--- src/rtl/shift_arb_pkg.sv ---
// Shared types and constants for the shift_arb shifter arbiter.
// Feature macro: SHIFT_ARB_FIXED_PRIO_EN (see shift_arb.sv).
package shift_arb_pkg;

  localparam int unsigned DATA_W = 32;
  localparam int unsigned AMT_W  = 5;
  localparam int unsigned OP_W   = 2;

  typedef enum logic [1:0] {
    ST_IDLE  = 2'd0,
    ST_SHIFT = 2'd1,
    ST_RESP  = 2'd2
  } state_e;

  // Op is {a_or_h, l_or_r}; any op with bit 0 clear is a left shift.
  localparam logic [OP_W-1:0] OP_SHL = 2'b00;
  localparam logic [OP_W-1:0] OP_SAR = 2'b01;
  localparam logic [OP_W-1:0] OP_SHR = 2'b11;

  function automatic logic op_is_left(input logic [OP_W-1:0] op);
    return ~op[0];
  endfunction

endpackage

--- src/rtl/shift_arb_pick.sv ---
// Rotating-priority picker: first valid requester at or after ptr, wrapping.
module shift_arb_pick #(
  parameter  int unsigned NREQ = 4,
  localparam int unsigned IW   = $clog2(NREQ)
) (
  input  logic [NREQ-1:0] req_valid,
  input  logic [IW-1:0]   ptr,
  output logic [NREQ-1:0] grant,
  output logic [IW-1:0]   idx,
  output logic            any
);

  logic [IW:0] cand;

  always_comb begin
    grant = '0;
    idx   = '0;
    any   = 1'b0;
    cand  = '0;
    for (int unsigned s = 0; s < NREQ; s++) begin
      cand = {1'b0, ptr} + (IW+1)'(s);
      if (cand >= (IW+1)'(NREQ)) begin
        cand = cand - (IW+1)'(NREQ);
      end
      if (!any && req_valid[cand[IW-1:0]]) begin
        any                  = 1'b1;
        grant[cand[IW-1:0]]  = 1'b1;
        idx                  = cand[IW-1:0];
      end
    end
  end

endmodule

--- src/rtl/shift_arb_shifter.sv ---
// 32-bit combinational shifter: left, arithmetic right, logical right.
module shift_arb_shifter
  import shift_arb_pkg::*;
(
  input  logic [DATA_W-1:0] data_i,
  input  logic [AMT_W-1:0]  amt_i,
  input  logic [OP_W-1:0]   op_i,
  output logic [DATA_W-1:0] data_o
);

  always_comb begin
    if (op_is_left(op_i)) begin
      data_o = data_i << amt_i;
    end else if (op_i == OP_SHR) begin
      data_o = data_i >> amt_i;
    end else begin
      data_o = $signed(data_i) >>> amt_i;
    end
  end

endmodule

--- src/rtl/shift_arb.sv ---
// Shares one 32-bit shifter among NREQ requesters (IDLE -> SHIFT -> RESP).
// Define SHIFT_ARB_FIXED_PRIO_EN for fixed lowest-index priority instead of round-robin.
module shift_arb
  import shift_arb_pkg::*;
#(
  parameter  int unsigned NREQ    = 4,
  parameter  int unsigned RR_INIT = 0,
  localparam int unsigned IW      = $clog2(NREQ)
) (
  input  logic                   clk,
  input  logic                   rst_n,
  input  logic [NREQ-1:0]        req_valid,
  output logic [NREQ-1:0]        req_ready,
  input  logic [NREQ*DATA_W-1:0] req_data,
  input  logic [NREQ*AMT_W-1:0]  req_amt,
  input  logic [NREQ*OP_W-1:0]   req_op,
  output logic                   rsp_valid,
  input  logic                   rsp_ready,
  output logic [DATA_W-1:0]      rsp_data,
  output logic [IW-1:0]          rsp_id,
  output logic                   busy
);

  state_e            state_q, state_d;
  logic [DATA_W-1:0] cap_data_q, cap_data_d;
  logic [AMT_W-1:0]  cap_amt_q, cap_amt_d;
  logic [OP_W-1:0]   cap_op_q, cap_op_d;
  logic [IW-1:0]     cap_id_q, cap_id_d;
  logic [DATA_W-1:0] rsp_data_q, rsp_data_d;
  logic [IW-1:0]     rsp_id_q, rsp_id_d;

  logic [NREQ-1:0]   grant;
  logic [IW-1:0]     win_idx;
  logic              win_any;
  logic [IW-1:0]     pick_ptr;
  logic [DATA_W-1:0] shift_res;

`ifdef SHIFT_ARB_FIXED_PRIO_EN
  assign pick_ptr = '0;
`else
  localparam logic [IW-1:0] PTR_RST = IW'(RR_INIT);
  logic [IW-1:0] ptr_q, ptr_d;

  always_comb begin
    ptr_d = ptr_q;
    if (state_q == ST_IDLE && win_any) begin
      ptr_d = (win_idx == IW'(NREQ-1)) ? '0 : win_idx + IW'(1);
    end
  end

  always_ff @(posedge clk or negedge rst_n) begin
    if (!rst_n) ptr_q <= PTR_RST;
    else        ptr_q <= ptr_d;
  end

  assign pick_ptr = ptr_q;
`endif

  shift_arb_pick #(
    .NREQ (NREQ)
  ) u_pick (
    .req_valid (req_valid),
    .ptr       (pick_ptr),
    .grant     (grant),
    .idx       (win_idx),
    .any       (win_any)
  );

  shift_arb_shifter u_shifter (
    .data_i (cap_data_q),
    .amt_i  (cap_amt_q),
    .op_i   (cap_op_q),
    .data_o (shift_res)
  );

  always_comb begin
    state_d    = state_q;
    cap_data_d = cap_data_q;
    cap_amt_d  = cap_amt_q;
    cap_op_d   = cap_op_q;
    cap_id_d   = cap_id_q;
    rsp_data_d = rsp_data_q;
    rsp_id_d   = rsp_id_q;
    unique case (state_q)
      ST_IDLE: begin
        if (win_any) begin
          // grant is one-hot, so OR-ing the masked lanes selects the winner
          cap_data_d = '0;
          cap_amt_d  = '0;
          cap_op_d   = '0;
          for (int unsigned i = 0; i < NREQ; i++) begin
            if (grant[i]) begin
              cap_data_d = cap_data_d | req_data[i*DATA_W +: DATA_W];
              cap_amt_d  = cap_amt_d  | req_amt[i*AMT_W +: AMT_W];
              cap_op_d   = cap_op_d   | req_op[i*OP_W +: OP_W];
            end
          end
          cap_id_d = win_idx;
          state_d  = ST_SHIFT;
        end
      end
      ST_SHIFT: begin
        rsp_data_d = shift_res;
        rsp_id_d   = cap_id_q;
        state_d    = ST_RESP;
      end
      ST_RESP: begin
        if (rsp_ready) state_d = ST_IDLE;
      end
      default: state_d = ST_IDLE;
    endcase
  end

  always_ff @(posedge clk or negedge rst_n) begin
    if (!rst_n) begin
      state_q    <= ST_IDLE;
      cap_data_q <= '0;
      cap_amt_q  <= '0;
      cap_op_q   <= '0;
      cap_id_q   <= '0;
      rsp_data_q <= '0;
      rsp_id_q   <= '0;
    end else begin
      state_q    <= state_d;
      cap_data_q <= cap_data_d;
      cap_amt_q  <= cap_amt_d;
      cap_op_q   <= cap_op_d;
      cap_id_q   <= cap_id_d;
      rsp_data_q <= rsp_data_d;
      rsp_id_q   <= rsp_id_d;
    end
  end

  // Gated by rst_n so no accept strobe is visible while reset is held.
  assign req_ready = (state_q == ST_IDLE && rst_n) ? grant : '0;
  assign rsp_valid = (state_q == ST_RESP);
  assign busy      = (state_q != ST_IDLE);
  assign rsp_data  = rsp_data_q;
  assign rsp_id    = rsp_id_q;

endmodule

--- config.mk ---
export PLATFORM = sky130hd
export DESIGN_NAME = shift_arb
export DESIGN_NICKNAME = d
export VERILOG_FILES = /design/src/rtl/shift_arb_pkg.sv /design/src/rtl/shift_arb_pick.sv /design/src/rtl/shift_arb_shifter.sv /design/src/rtl/shift_arb.sv
export SDC_FILE = /design/constraint.sdc
export NUM_CORES = 1
export LEC_CHECK = 0
export ABC_AREA = 0
export ABC_CLOCK_PERIOD_IN_PS = 3400
export CAP_MARGIN = 20
export CORE_ASPECT_RATIO = 0.6
export CORE_MARGIN = 8
export CORE_UTILIZATION = 51
export DETAILED_ROUTE_END_ITERATION = 10
export PLACE_DENSITY = 0.83
export SYNTH_ARGS = -nofsm -noshare
export SYNTH_HDL_FRONTEND = slang
export SYNTH_HIERARCHICAL = 1
export SYNTH_SLANG_ARGS = --single-unit
--- constraint.sdc ---
create_clock -name clk -period 3.4 [get_ports clk]
set_input_delay 0.68 -clock clk [delete_from_list [all_inputs] [get_ports clk]]
set_output_delay 0.68 -clock clk [all_outputs]
set_load 0.05 [all_outputs]
==> flow_metrics.tcl, run 1 <==
set metrics [dict create \
    worstPathRequired_ns 2.72 \
    cts-buffers-inserted 9 \
    cts.path.max_buffers 2 \
    antenna_found_initial 0 \
    first_pass_iters 7 \
    die_h_um 114 \
    cp.arrival_ns 2.63 \
    synth_xor_area_share_pct 0 \
    antenna_cells 0 \
    fp-row-count 35 \
    grt_max_degree 65 \
    async_flop_share_pct 100 \
    cts_tree "done" \
    fin_crit_ns 3.31 \
    yosys_register_bits 79 \
    status "finished clean" \
    yosys.area_share.simple_pct 13.4 \
    yosysWarnings 6 \
    syn-num-nets 1030 \
    critPathMaxFanout 6 \
    ant_nets 0 \
    synthMuxAreaShare_pct 30.4 \
    drt-vias-per-instance 6.82 \
    finalMaxSlewViolations 0 \
    io_buffers 202 \
    synth_edf_count 0 \
    drive_above_1_share_pct 19.5 \
    vias 8442 \
    relSlewSlack_pct 24.2 \
    cts.sinks 79 \
    hold_path_class "in -> async" \
    hold_ws_ns 0.285 \
    cts_root_buffer "clkbuf_16" \
    grt_overflow 0 \
    dieArea_um2 20300 \
    period_share_pct 97.4 \
    routed_wl_mm 29.7 \
    critPathLaunchType "register" \
    drv_cap 0 \
    grt_pass1_wl_mm 45.7 \
    dp_hpwl_mm 22.1 \
    track_usage_pct 28.5 \
    wl_per_cell_um 24.0 \
    yosysSeqAreaShare_pct 24.4 \
    end_kind "output pin" \
    tightest_slew_ns 1.14 \
    yosys.cell_types.count 70 \
    reg2reg_depth 6 \
    core_area_um2 15500 \
    synth_ff_type "dfrtp_1" \
    drt_first_iter_violations 1365 \
    synth_compound_area_share_pct 24.3 \
    htree_levels 3 \
    netlist_instances 861 \
    synthToLayoutAreaGrowth_pct 31.5 \
    io_pins 203 \
    synth_top_family_by_area "multiplexers" \
    start_util_pct 52.4 \
    yosys.area_share.adder_pct 0.927 \
    tns_ns 0 \
    drc 0 \
    finalNetCount 1198 \
    syn_area_um2 8100 \
    critPathKind "reg -> out" \
    finish.utilization_pct 68.9 \
    gp_congestion 1.04 \
    grt_pass1_vias 8007 \
    fin_worst_skew_ns 0.0105 \
    worst_skew_pair.late_latency_ns 0.35 \
    finalHoldViolations 0 \
    max_freq_mhz 302 \
    setup_viol 0 \
    clk_pin_slew_ns 0.06 \
    chipWidth_um 179 \
    syn_avg_cell_area_um2 9.41 \
]
## state kept, by name, indices dropped and copies added, names as in the netlist
signal and flops:
cap_data_q 32, cap_amt_q 5, rsp_id 2, pick_ptr 2
cap_op_q 2, state_q 2, cap_id_q 2, rsp_data 32
## critical path: stages, from the launching register on
cell,delay (ns)
dfrtp_2,0.43
inv_1,0.09
ha_1,0.35
mux4_2,0.36
nor4b_4,0.45
a22oi_1,0.15
o21ai_2,0.10
and3_2,0.21
buf_12,0.14
## final cells by class
cell class / instances / area (um^2)
inverters: 12 / 45.0
clock buffers: 10 / 229
well taps: 203 / 254
multi-input cells: 685 / 5630
fillers: 1209 / 4810
repair buffers: 242 / 2430
flip-flops and latches: 79 / 1990
clock inverters: 6 / 70.1
## layout by cell type (no fill, tap or decap), types with 4 or more instances in the layout
master and n:
clkdlybuf4s50_1 193, nor2_1 116, a22oi_1 91, dfrtp_1 74, nand2_1 67, mux4_2 56, a31oi_1 45, buf_4 36
mux2i_1 34, a21oi_1 33, mux2_4 31, mux2_2 28, o21ai_0 25, nor3_1 16, inv_1 9, clkbuf_16 9
buf_12 9, o221ai_1 9, nand2b_1 8, o211ai_1 8, o21ai_1 7, nand3_1 7, a211oi_1 7, ha_1 6
nor2b_1 6, o22ai_1 6, and3_1 5, and3_2 4, dfrtp_2 4, dlymetal6s2s_1 4, o31ai_1 4, o21ai_2 4
## cell usage after synthesis, types with 3 or more instances
master      n  area share, %
nor2_1    116            5.4
a22oi_1    94            8.7
dfrtp_1    79             24
nand2_1    67            3.1
mux4_2     55             15
a31oi_1    45            3.5
clkbuf_1   41            1.9
mux2i_1    34            4.2
a21oi_1    33            2.0
mux2_4     31            5.7
o21ai_0    29            1.8
mux2_2     28            3.9
buf_2      17            1.1
nor3_1     16           0.99
buf_6      14            1.9
and3_1      9           0.70
inv_1       9           0.42
nand2b_1    9           0.70
o221ai_1    9           0.97
o211ai_1    8           0.74
a211oi_1    7           0.65
nand3_1     7           0.43
o21ai_1     7           0.43
buf_1       6           0.28
buf_4       6           0.56
ha_1        6           0.93
nor2b_1     6           0.46
o22ai_1     6           0.46
mux4_1      4            1.3
o31ai_1     4           0.37
a221o_1     3           0.37
a221oi_1    3           0.32
a311oi_1    3           0.32
o311a_1     3           0.37
o311ai_0    3           0.32
## per-stage QoR
step | cell area, um^2 | setup WS [ns] | instances
2_1_floorplan | 8100 | 0.0732 | 861
3_3_place_gp | 10300 | 0.0396 | 1219
3_5_place_dp | 10300 | -0.0357 | 1219
4_1_cts | 10600 | 0.0208 | 1235
5_1_grt | 10600 | -0.00288 | 1237
6_report | 10600 | 0.0889 | 1237
## per-layer routing
layer | up-vias | share of wire [%] | track usage (%)
li1 | 3717 | - | -
met2 | 607 | 43 | 41.9
met5 | - | 0 | 0
met4 | 0 | 2.2 | 5.76
met3 | 72 | 14 | 10.2
met1 | 4046 | 41 | 39.6
## cells by family after synthesis
| family | count (synthesis) |
|---|---|
| AOI/OAI and AO/OA | 282 |
| and+or+nand+nor | 245 |
| muxes | 152 |
| buffers and inverters | 97 |
| DFF | 79 |
| adders and majority gates | 6 |
## final timing paths
kind / startpoint / to / slack, ns
max: pick_ptr[0] / req_ready[1] / 0.09
min: rst_n / rsp_data[1] / 0.29
max reg2reg: cap_amt_q[0] / rsp_data[1] / 0.37
min reg2reg: cap_id_q[1] / rsp_id[1] / 0.50
max in group asynchronous: rst_n / cap_amt_q[0] / 2.10
min in group clk: cap_id_q[1] / rsp_id[1] / 0.50
## repair_timing
item                                    in CTS  in global routing
pin swaps                                    0                  1
hold buffers                                 0                  0
endpoints found under the setup margin       4                  4
buffers inserted                             0                  2
resized for setup                            1                  8
Power of run 1 is left out: the tool's default activity adds up to more than one toggle a clock period on the data nets, which glitch-free logic cannot reach.
==> inputs of run 2 (changes only) <==
==> constraint.sdc (replaced) <==
create_clock -name clk -period 3.4 [get_ports clk]
set_input_delay 0.51 -clock clk [delete_from_list [all_inputs] [get_ports clk]]
set_output_delay 0.51 -clock clk [all_outputs]
set_load 0.05 [all_outputs]
==> run 2 against run 1 <==
Against the previous run: wire length rose by 3.2%; via count rose by 0.27%; setup slack improved by 0.051 ns; critical path depth did not move; flip-flop and latch count did not move; first-iteration DRC count fell by 11%; clock-buffer cell count did not move; clock skew fell by 0.0027 ns; hold slack got worse by 0.17 ns; design area fell by 0.15%; die area did not move; non-clock buffer count did not move.
==> flow_metrics.tcl, run 2 (synthesized netlist as in run 1, its figures left out) <==
set metrics [dict create \
    synthToLayoutAreaGrowth_pct 31.3 \
    cp.arrival_ns 2.75 \
    hold_buffers 0 \
    cp_top_family "simple AND/OR/NAND/NOR gates" \
    final_common_cell "clkdlybuf4s50_1" \
    rsz0062_at_grt "no" \
    htree_levels 3 \
    wl_per_cell_um 24.7 \
    io_pins 203 \
    finish.utilization_pct 68.8 \
    clk_pin_slew_ns 0.06 \
    fin_crit_ns 3.26 \
    cts-buffers-inserted 9 \
    tns_ns 0 \
    grt_pass1_vias 7995 \
    track_usage_pct 29.2 \
    drt_first_iter_violations 1211 \
    crit_path_cell_trace "inv_1 -> ha_1 -> mux4_2 -> nor4b_4 -> a22oi_1 -> o21ai_2 -> and3_1 -> buf_12" \
    cts.sinks 79 \
    critPathSlowestCell "dfrtp_2" \
    setup_viol 0 \
    hold_ws_ns 0.120 \
    grt_overflow 0 \
    worst_skew_pair.late_latency_ns 0.35 \
    hold_path_class "in -> async" \
    antenna_cells 0 \
    relSlewSlack_pct 34.8 \
    grt_max_degree 65 \
    post-cts-setup-buffers 0 \
    critPathMaxFanout 10 \
    cts.path.max_buffers 2 \
    drv_cap 0 \
    dieArea_um2 20300 \
    first_pass_iters 8 \
    critPathLaunchType "register" \
    dp_hpwl_mm 22.7 \
    crit_path_max_incr_delay_ns 0.45 \
    cts_tree "done" \
    status "finished clean" \
    fp-row-count 35 \
    max_freq_mhz 307 \
    final-instance-count-excl-fill 1237 \
    finalHoldViolations 0 \
    finalMaxSlewViolations 0 \
    drc 0 \
    vias 8465 \
    start_util_pct 52.4 \
    dp_cells 1221 \
    worst-path-buf-inv 2 \
    routed_wl_mm 30.6 \
    drt-vias-per-instance 6.84 \
    die_h_um 114 \
    grt_pass1_wl_mm 46.5 \
    ant_nets 0 \
    io_buffers 202 \
    tightest_slew_ns 0.978 \
    period_share_pct 95.9 \
    end_kind "output pin" \
    cts_root_buffer "clkbuf_16" \
    core_area_um2 15500 \
    fin_worst_skew_ns 0.00779 \
    worstPathRequired_ns 2.89 \
    mostFrequentLayoutCells "197 x clkdlybuf4s50_1, 116 x nor2_1, 94 x a22oi_1, 74 x dfrtp_1, 67 x nand2_1" \
    fillers 1187 \
    antenna_found_initial 0 \
    chipWidth_um 179 \
    cts_resized 0 \
    drive_above_1_share_pct 18.8 \
    critPathKind "reg -> out" \
    gp_congestion 1.01 \
    finalNetCount 1198 \
]
## run 2: changes by cell type in the layout (fill, tap and decap cells not counted), sizes merged
| cell | delta |
|---|---|
| clkdlybuf4s50 | +4 |
| dlymetal6s2s | -4 |
| bufinv | +1 |
| clkinv | -1 |
| clkinvlp | -1 |
| inv | +1 |
## run 2: per-stage QoR
step	setup WS, ns	cell area [um^2]
global placement	0.325	10300
CTS	0.0551	10600
global route	0.0170	10600
detailed placement	0.214	10300
finish	0.140	10600
floorplan	0.130	8100
## run 2: layer usage
metal | up-vias | global-route usage (%) | wire, um
met5 | - | 0 | 0
met4 | 0 | 7.19 | 703
met3 | 77 | 11.2 | 4170
met2 | 583 | 41.7 | 12900
met1 | 4095 | 40.7 | 12800
li1 | 3710 | - | -
## run 2: area by class of cell
type,count,area (um^2),area share [%]
clock inverter,6,92.6,0.871
clock buffer,10,229,2.15
multi-input combinational,685,5620,52.8
inverter,12,45.0,0.424
sequential,79,1990,18.7
tap,203,254,2.39
timing repair buffer,242,2410,22.7
## run 2: final timing paths
path	start	to	slack, ns	cells after the start
max in group asynchronous	rst_n	cap_amt_q[0]	2.25	2
hold / removal	rst_n	rsp_data[29]	0.12	1
hold reg to reg	rsp_data[31]	rsp_data[31]	0.50	1
setup / recovery	pick_ptr[1]	req_ready[3]	0.14	8
min in group clk	rsp_data[31]	rsp_data[31]	0.50	1
setup reg to reg	cap_amt_q[0]	rsp_data[10]	0.32	6
Power of run 2 is left out for the same reason.
==> inputs of run 3 (changes only) <==
Settings changed: CTS_CLUSTER_DIAMETER set to 30.
==> results of run 3 <==
No change in the layout: final DEF, timing and power equal those of run 2.
Power of run 3 is left out for the same reason.
==> RTL edit 1, RTL diff (flow settings as in run 3) <==
Take the reset off `cap_data_q` and load it in a clocked block of its own.
--- a/src/rtl/shift_arb.sv
+++ b/src/rtl/shift_arb.sv
@@ -114,7 +114,6 @@
   always_ff @(posedge clk or negedge rst_n) begin
     if (!rst_n) begin
       state_q    <= ST_IDLE;
-      cap_data_q <= '0;
       cap_amt_q  <= '0;
       cap_op_q   <= '0;
       cap_id_q   <= '0;
@@ -122,13 +121,16 @@
       rsp_id_q   <= '0;
     end else begin
       state_q    <= state_d;
-      cap_data_q <= cap_data_d;
       cap_amt_q  <= cap_amt_d;
       cap_op_q   <= cap_op_d;
       cap_id_q   <= cap_id_d;
       rsp_data_q <= rsp_data_d;
       rsp_id_q   <= rsp_id_d;
     end
+  end
+
+  always_ff @(posedge clk) begin
+    cap_data_q <= cap_data_d;
   end
 
   // Gated by rst_n so no accept strobe is visible while reset is held.
Formal check against the unedited RTL: no difference found for any inputs over 4 cycles, from zero or initial values and one cycle with rst_n low; that may be too few to reach the edited logic, so the function may still have changed.
==> RTL edit 1 against run 3 <==
Routed wire length decreased by 4.3%. Setup slack got worse by 21 ps. Critical path type unchanged. Global-route usage decreased by 0.60 points. Cell area increased by 0.14%. Via count decreased by 2.8%. Sequential cell count unchanged. Area after synthesis decreased by 0.90%.
Power is not shown: default switching activity piles up to over one toggle a cycle in this logic, so the estimate is an artifact.
==> RTL edit 1: results (changes against run 3) <==
sta:
  fin_worst_skew_ps: 8.49  # was 7.79 ps
  maxSlewHeadroom_pct: 33.7  # was 34.8%
  fin_crit_sh_pct: 96.5  # was 95.9%
worst_setup_path:
  setup.worst_path.end: "req_ready[3]"  # unchanged
  cp_top_family: "simple AND/OR/NAND/NOR gates"  # unchanged
  cp_data_arrival_time_ps: 2770  # was 2750 ps
  regToRegSetupSlack_ps: 350  # was 320 ps
  reg2reg_to: "rsp_data[26]"  # was rsp_data[10]
  crit_fanout: 7  # was 10
  critical_path.slowest_cell: "dfrtp_2"  # unchanged
  critPathLaunch: "pick_ptr[0]"  # was pick_ptr[1]
  worstRegToRegCells: 7  # was 6
  max_stage_delay_ps: 470  # was 450 ps
  rr_startpoint: "cap_amt_q[0]"  # unchanged
logic_synthesis:
  synthFlopType: "dfrtp_1"  # unchanged
  synth.net_count: 991  # was 1030
  synth_area_leaders: "mux4_2, dfrtp_1, edfxtp_1, a22oi_1, mux2_4"  # was dfrtp_1, mux4_2, a22oi_1, mux2_4, nor2_1
  synth_edf_count: 32  # was 0
  synth_common_cells: "nand2_1, a22oi_1, nor2_1, mux4_2, dfrtp_1"  # was nor2_1, a22oi_1, dfrtp_1, nand2_1, mux4_2
  ys_seq_area_share_pct: 26.6  # was 24.4%
  ys_async_sr_fraction_pct: 59.5  # was 100%
  synth_cell_types: 72  # was 70
status:
  status: "finished, final reports clean"  # unchanged
grt:
  grt_pass1_vias: 7776  # was 7995
  grt_antenna_before_repair: 0  # unchanged
  grt_max_degree: 65  # unchanged
  grt_pass1_wl_mm: 45.5  # was 46.5 mm
  gr-usage-all-layers_pct: 28.6  # was 29.2%
drt:
  wl_met1_mm: 12.1  # was 12.8 mm
  met2WireLength_mm: 11.8  # was 12.9 mm
  via_per_inst: 6.79  # was 6.84
  drt-pass1-iter-count: 8  # unchanged
  initialDrtViolationCount: 1247  # was 1211
  wl_met3_mm: 4.58  # was 4.17 mm
  wire_per_inst_um: 24.2  # was 24.7 µm
placed_design:
  portBuffers: 202  # unchanged
  post_dp_cell_area_um2: 10300  # about the same
  gp_congestion: 1.03  # was 1.01
  dp_hpwl_mm: 22.3  # was 22.7 mm
  dp_slack_ps: 228  # was 214 ps
finish:
  fillers: 1190  # was 1187
  final_layout_size_suffix_gt1_share_pct: 20.0  # was 18.8%
  nNetsFinal: 1173  # was 1198
-- RTL edit 1: cell count changes after synthesis, sizes merged, moves of 8 or more --
cell	delta
buf	-8
dfrtp	-32
a31oi	-32
nor2	-32
edfxtp	+32
nand2	+32
-- RTL edit 1: metrics by stage --
stage          std cells  utilization (%)  hold WS (ps)
3_5_place_dp        1193             67.0           494
5_1_grt             1212             69.3           422
6_report            1212             69.3           328
4_1_cts             1209             69.1           383
2_1_floorplan        822                -           214
3_3_place_gp        1193             67.0           491
-- RTL edit 1: per-layer routing --
metal  global-route usage, %  vias up
met5                       0        -
met4                    7.58        0
met3                    12.0       83
met2                    39.2      623
met1                    40.3     3934
li1                        -     3590
-- RTL edit 1: cells by family after synthesis --
family / synth area share (%)
mux: 30.7
simple gates: 13.7
compound gates: 22.1
buf+inv: 5.86
fa+ha+maj: 0.935
flops: 26.6
-- RTL edit 1: worst reg2reg max path: cells and delay by family, from the launching register on --
| family | cells | cell delay (ps) |
|---|---|---|
| buffers and inverters | 1 | 340 |
| flip-flops | 1 | 750 |
| AND/OR/NAND/NOR | 1 | 280 |
| AO/OA/AOI/OAI | 2 | 380 |
| multiplexers | 3 | 1190 |
-- RTL edit 1: how the worst min path moves through the flow --
stage	startpoint	to	depth (start not counted)
floorplan	rst_n	cap_amt_q[0]	0
global placement	rsp_data[7]	rsp_data[7]	1
detailed placement	rsp_data[1]	rsp_data[1]	1
CTS	rst_n	cap_amt_q[2]	2
global route	rst_n	rsp_data[29]	2
finish	rst_n	pick_ptr[0]	2
-- RTL edit 1: layout make-up --
cell class	instances	share of cell area (%)
Clock buffer	11	2.48
Multi-Input combinational cell	654	51.1
Timing Repair Buffer	248	22.9
Clock inverter	5	0.588
Tap cell	203	2.39
Sequential cell	79	20.2
Inverter	12	0.423
-- RTL edit 1: what timing repair did --
action,CTS,global route
endpoints found under the setup margin,0,4
buffers inserted,0,3
resized for setup,0,1
==> RTL edit 2, RTL diff (settings of run 3) <==
Without the edit above. The package constant `AMT_W` goes from 5 to 4.
--- a/src/rtl/shift_arb_pkg.sv
+++ b/src/rtl/shift_arb_pkg.sv
@@ -3,7 +3,7 @@
 package shift_arb_pkg;
 
   localparam int unsigned DATA_W = 32;
-  localparam int unsigned AMT_W  = 5;
+  localparam int unsigned AMT_W  = 4;
   localparam int unsigned OP_W   = 2;
 
   typedef enum logic [1:0] {
Interface: changed (resized req_amt); port bits go from 203 to 199. The function was not compared with the original's and may differ.
==> RTL edit 2 against run 3 <==
Cell area down 8.0%. Area after synthesis down 7.9%. Sequential cell count down 1. Setup slack better by 66 ps. Routed wire length down 17%. Critical path type is now in -> out.
Power is left out: the tool's default activity adds up to more than one toggle a clock period on the data nets, which glitch-free logic cannot reach.
==> RTL edit 2: results (changes against run 3) <==
status:
  status: "finished, final reports clean"  # unchanged
finish:
  final_layout_size_suffix_gt1_share_pct: 18.0  # was 18.8%
  final_cells: 1139  # was 1237
worst_setup_path:
  reg2reg_to: "cap_amt_q[0]"  # was rsp_data[10]
  worstRegToRegCells: 9  # was 6
  rr_startpoint: "pick_ptr[1]"  # was cap_amt_q[0]
  regToRegSetupSlack_ps: 570  # was 320 ps
grt:
  grt_pass1_wl_mm: 40.3  # was 46.5 mm
  gr-usage-all-layers_pct: 27.2  # was 29.2%
  grt_pass1_vias: 7184  # was 7995
  grt_max_degree: 82  # was 65
logic_synthesis:
  synth.net_count: 938  # was 1030
  synth_area_leaders: "dfrtp_1, mux4_2, a22oi_1, mux2i_1, mux2_2"  # was dfrtp_1, mux4_2, a22oi_1, mux2_4, nor2_1
  synth_common_cells: "nor2_1, a22oi_1, dfrtp_1, mux2i_1, a31oi_1"  # was nor2_1, a22oi_1, dfrtp_1, nand2_1, mux4_2
  ys_seq_area_share_pct: 26.2  # was 24.4%
  postSynthAreaPerCell_um2: 9.65  # was 9.41 µm²
drt:
  wl_met3_mm: 3.23  # was 4.17 mm
  drt-pass1-iter-count: 6  # was 8
  initialDrtViolationCount: 854  # was 1211
  met2WireLength_mm: 10.8  # was 12.9 mm
  vias: 7382  # was 8465
  wire_per_inst_um: 22.4  # was 24.7 µm
sta:
  fin_worst_skew_ps: 5.47  # was 7.79 ps
  fin_hold_ws_ps: 511  # was 120 ps
  maxSlewHeadroom_pct: 30.7  # was 34.8%
placed_design:
  portBuffers: 198  # was 202
  dp_hpwl_mm: 19.7  # was 22.7 mm
  gp_congestion: 1.00  # was 1.01
min_path:
  hp-class: "reg -> reg"  # was in -> async
-- RTL edit 2: metrics by stage --
step | utilization (%) | setup slack (ps)
finish | 68.0 | 206
global route | 68.0 | 91.1
CTS | 68.0 | 238
detailed placement | 65.7 | 239
global placement | 65.7 | 309
floorplan | - | 76.2
-- RTL edit 2: cell families (layout without fill, tap and decap cells) --
kind of cell    after synthesis  after routing  synth area share [%]
flops                        78             78                  26.2
simple gates                178            178                  10.7
mux                         167            167                  30.6
buf+inv                      84            252                  7.67
compound gates              260            260                  23.9
fa+ha+maj                     6              6                  1.01
-- RTL edit 2: how the worst max path moves through the flow --
stage,end,start
4_1_cts,req_ready[0],req_valid[2]
3_5_place_dp,cap_amt_q[0],req_valid[2]
3_3_place_gp,req_ready[0],req_valid[3]
2_1_floorplan,req_ready[3],pick_ptr[0]
5_1_grt,req_ready[3],req_valid[2]
6_report,req_ready[3],req_valid[2]
-- RTL edit 2: cell type report --
class	instances	area, µm²
clock buffers	10	229
inverters	9	33.8
well taps	198	248
clock inverters	6	86.3
fillers	1156	4600
flip-flops and latches	78	1960
multi-input cells	611	4960
repair buffers	227	2260
-- RTL edit 2: layer usage --
layer | up-vias | GRT usage, %
met5 | - | 0
met4 | 0 | 5.82
met3 | 43 | 10.3
met2 | 428 | 40.7
met1 | 3580 | 36.9
li1 | 3331 | -
-- RTL edit 2: worst max-delay path, stage by stage --
cell and delay [ps]:
clkdlybuf4s50_1 490, mux4_2 640, nor4b_4 420, a22oi_1 140, o21ai_2 100, and3_1 230
buf_12 150
-- RTL edit 2: timing repair --
item | 4_1_cts | 5_1_grt
buffers inserted | 0 | 0
setup endpoints to repair | 0 | 0
hold endpoints to repair | 4 | 0
hold buffers | 1 | 0
gates resized for setup | 0 | 0
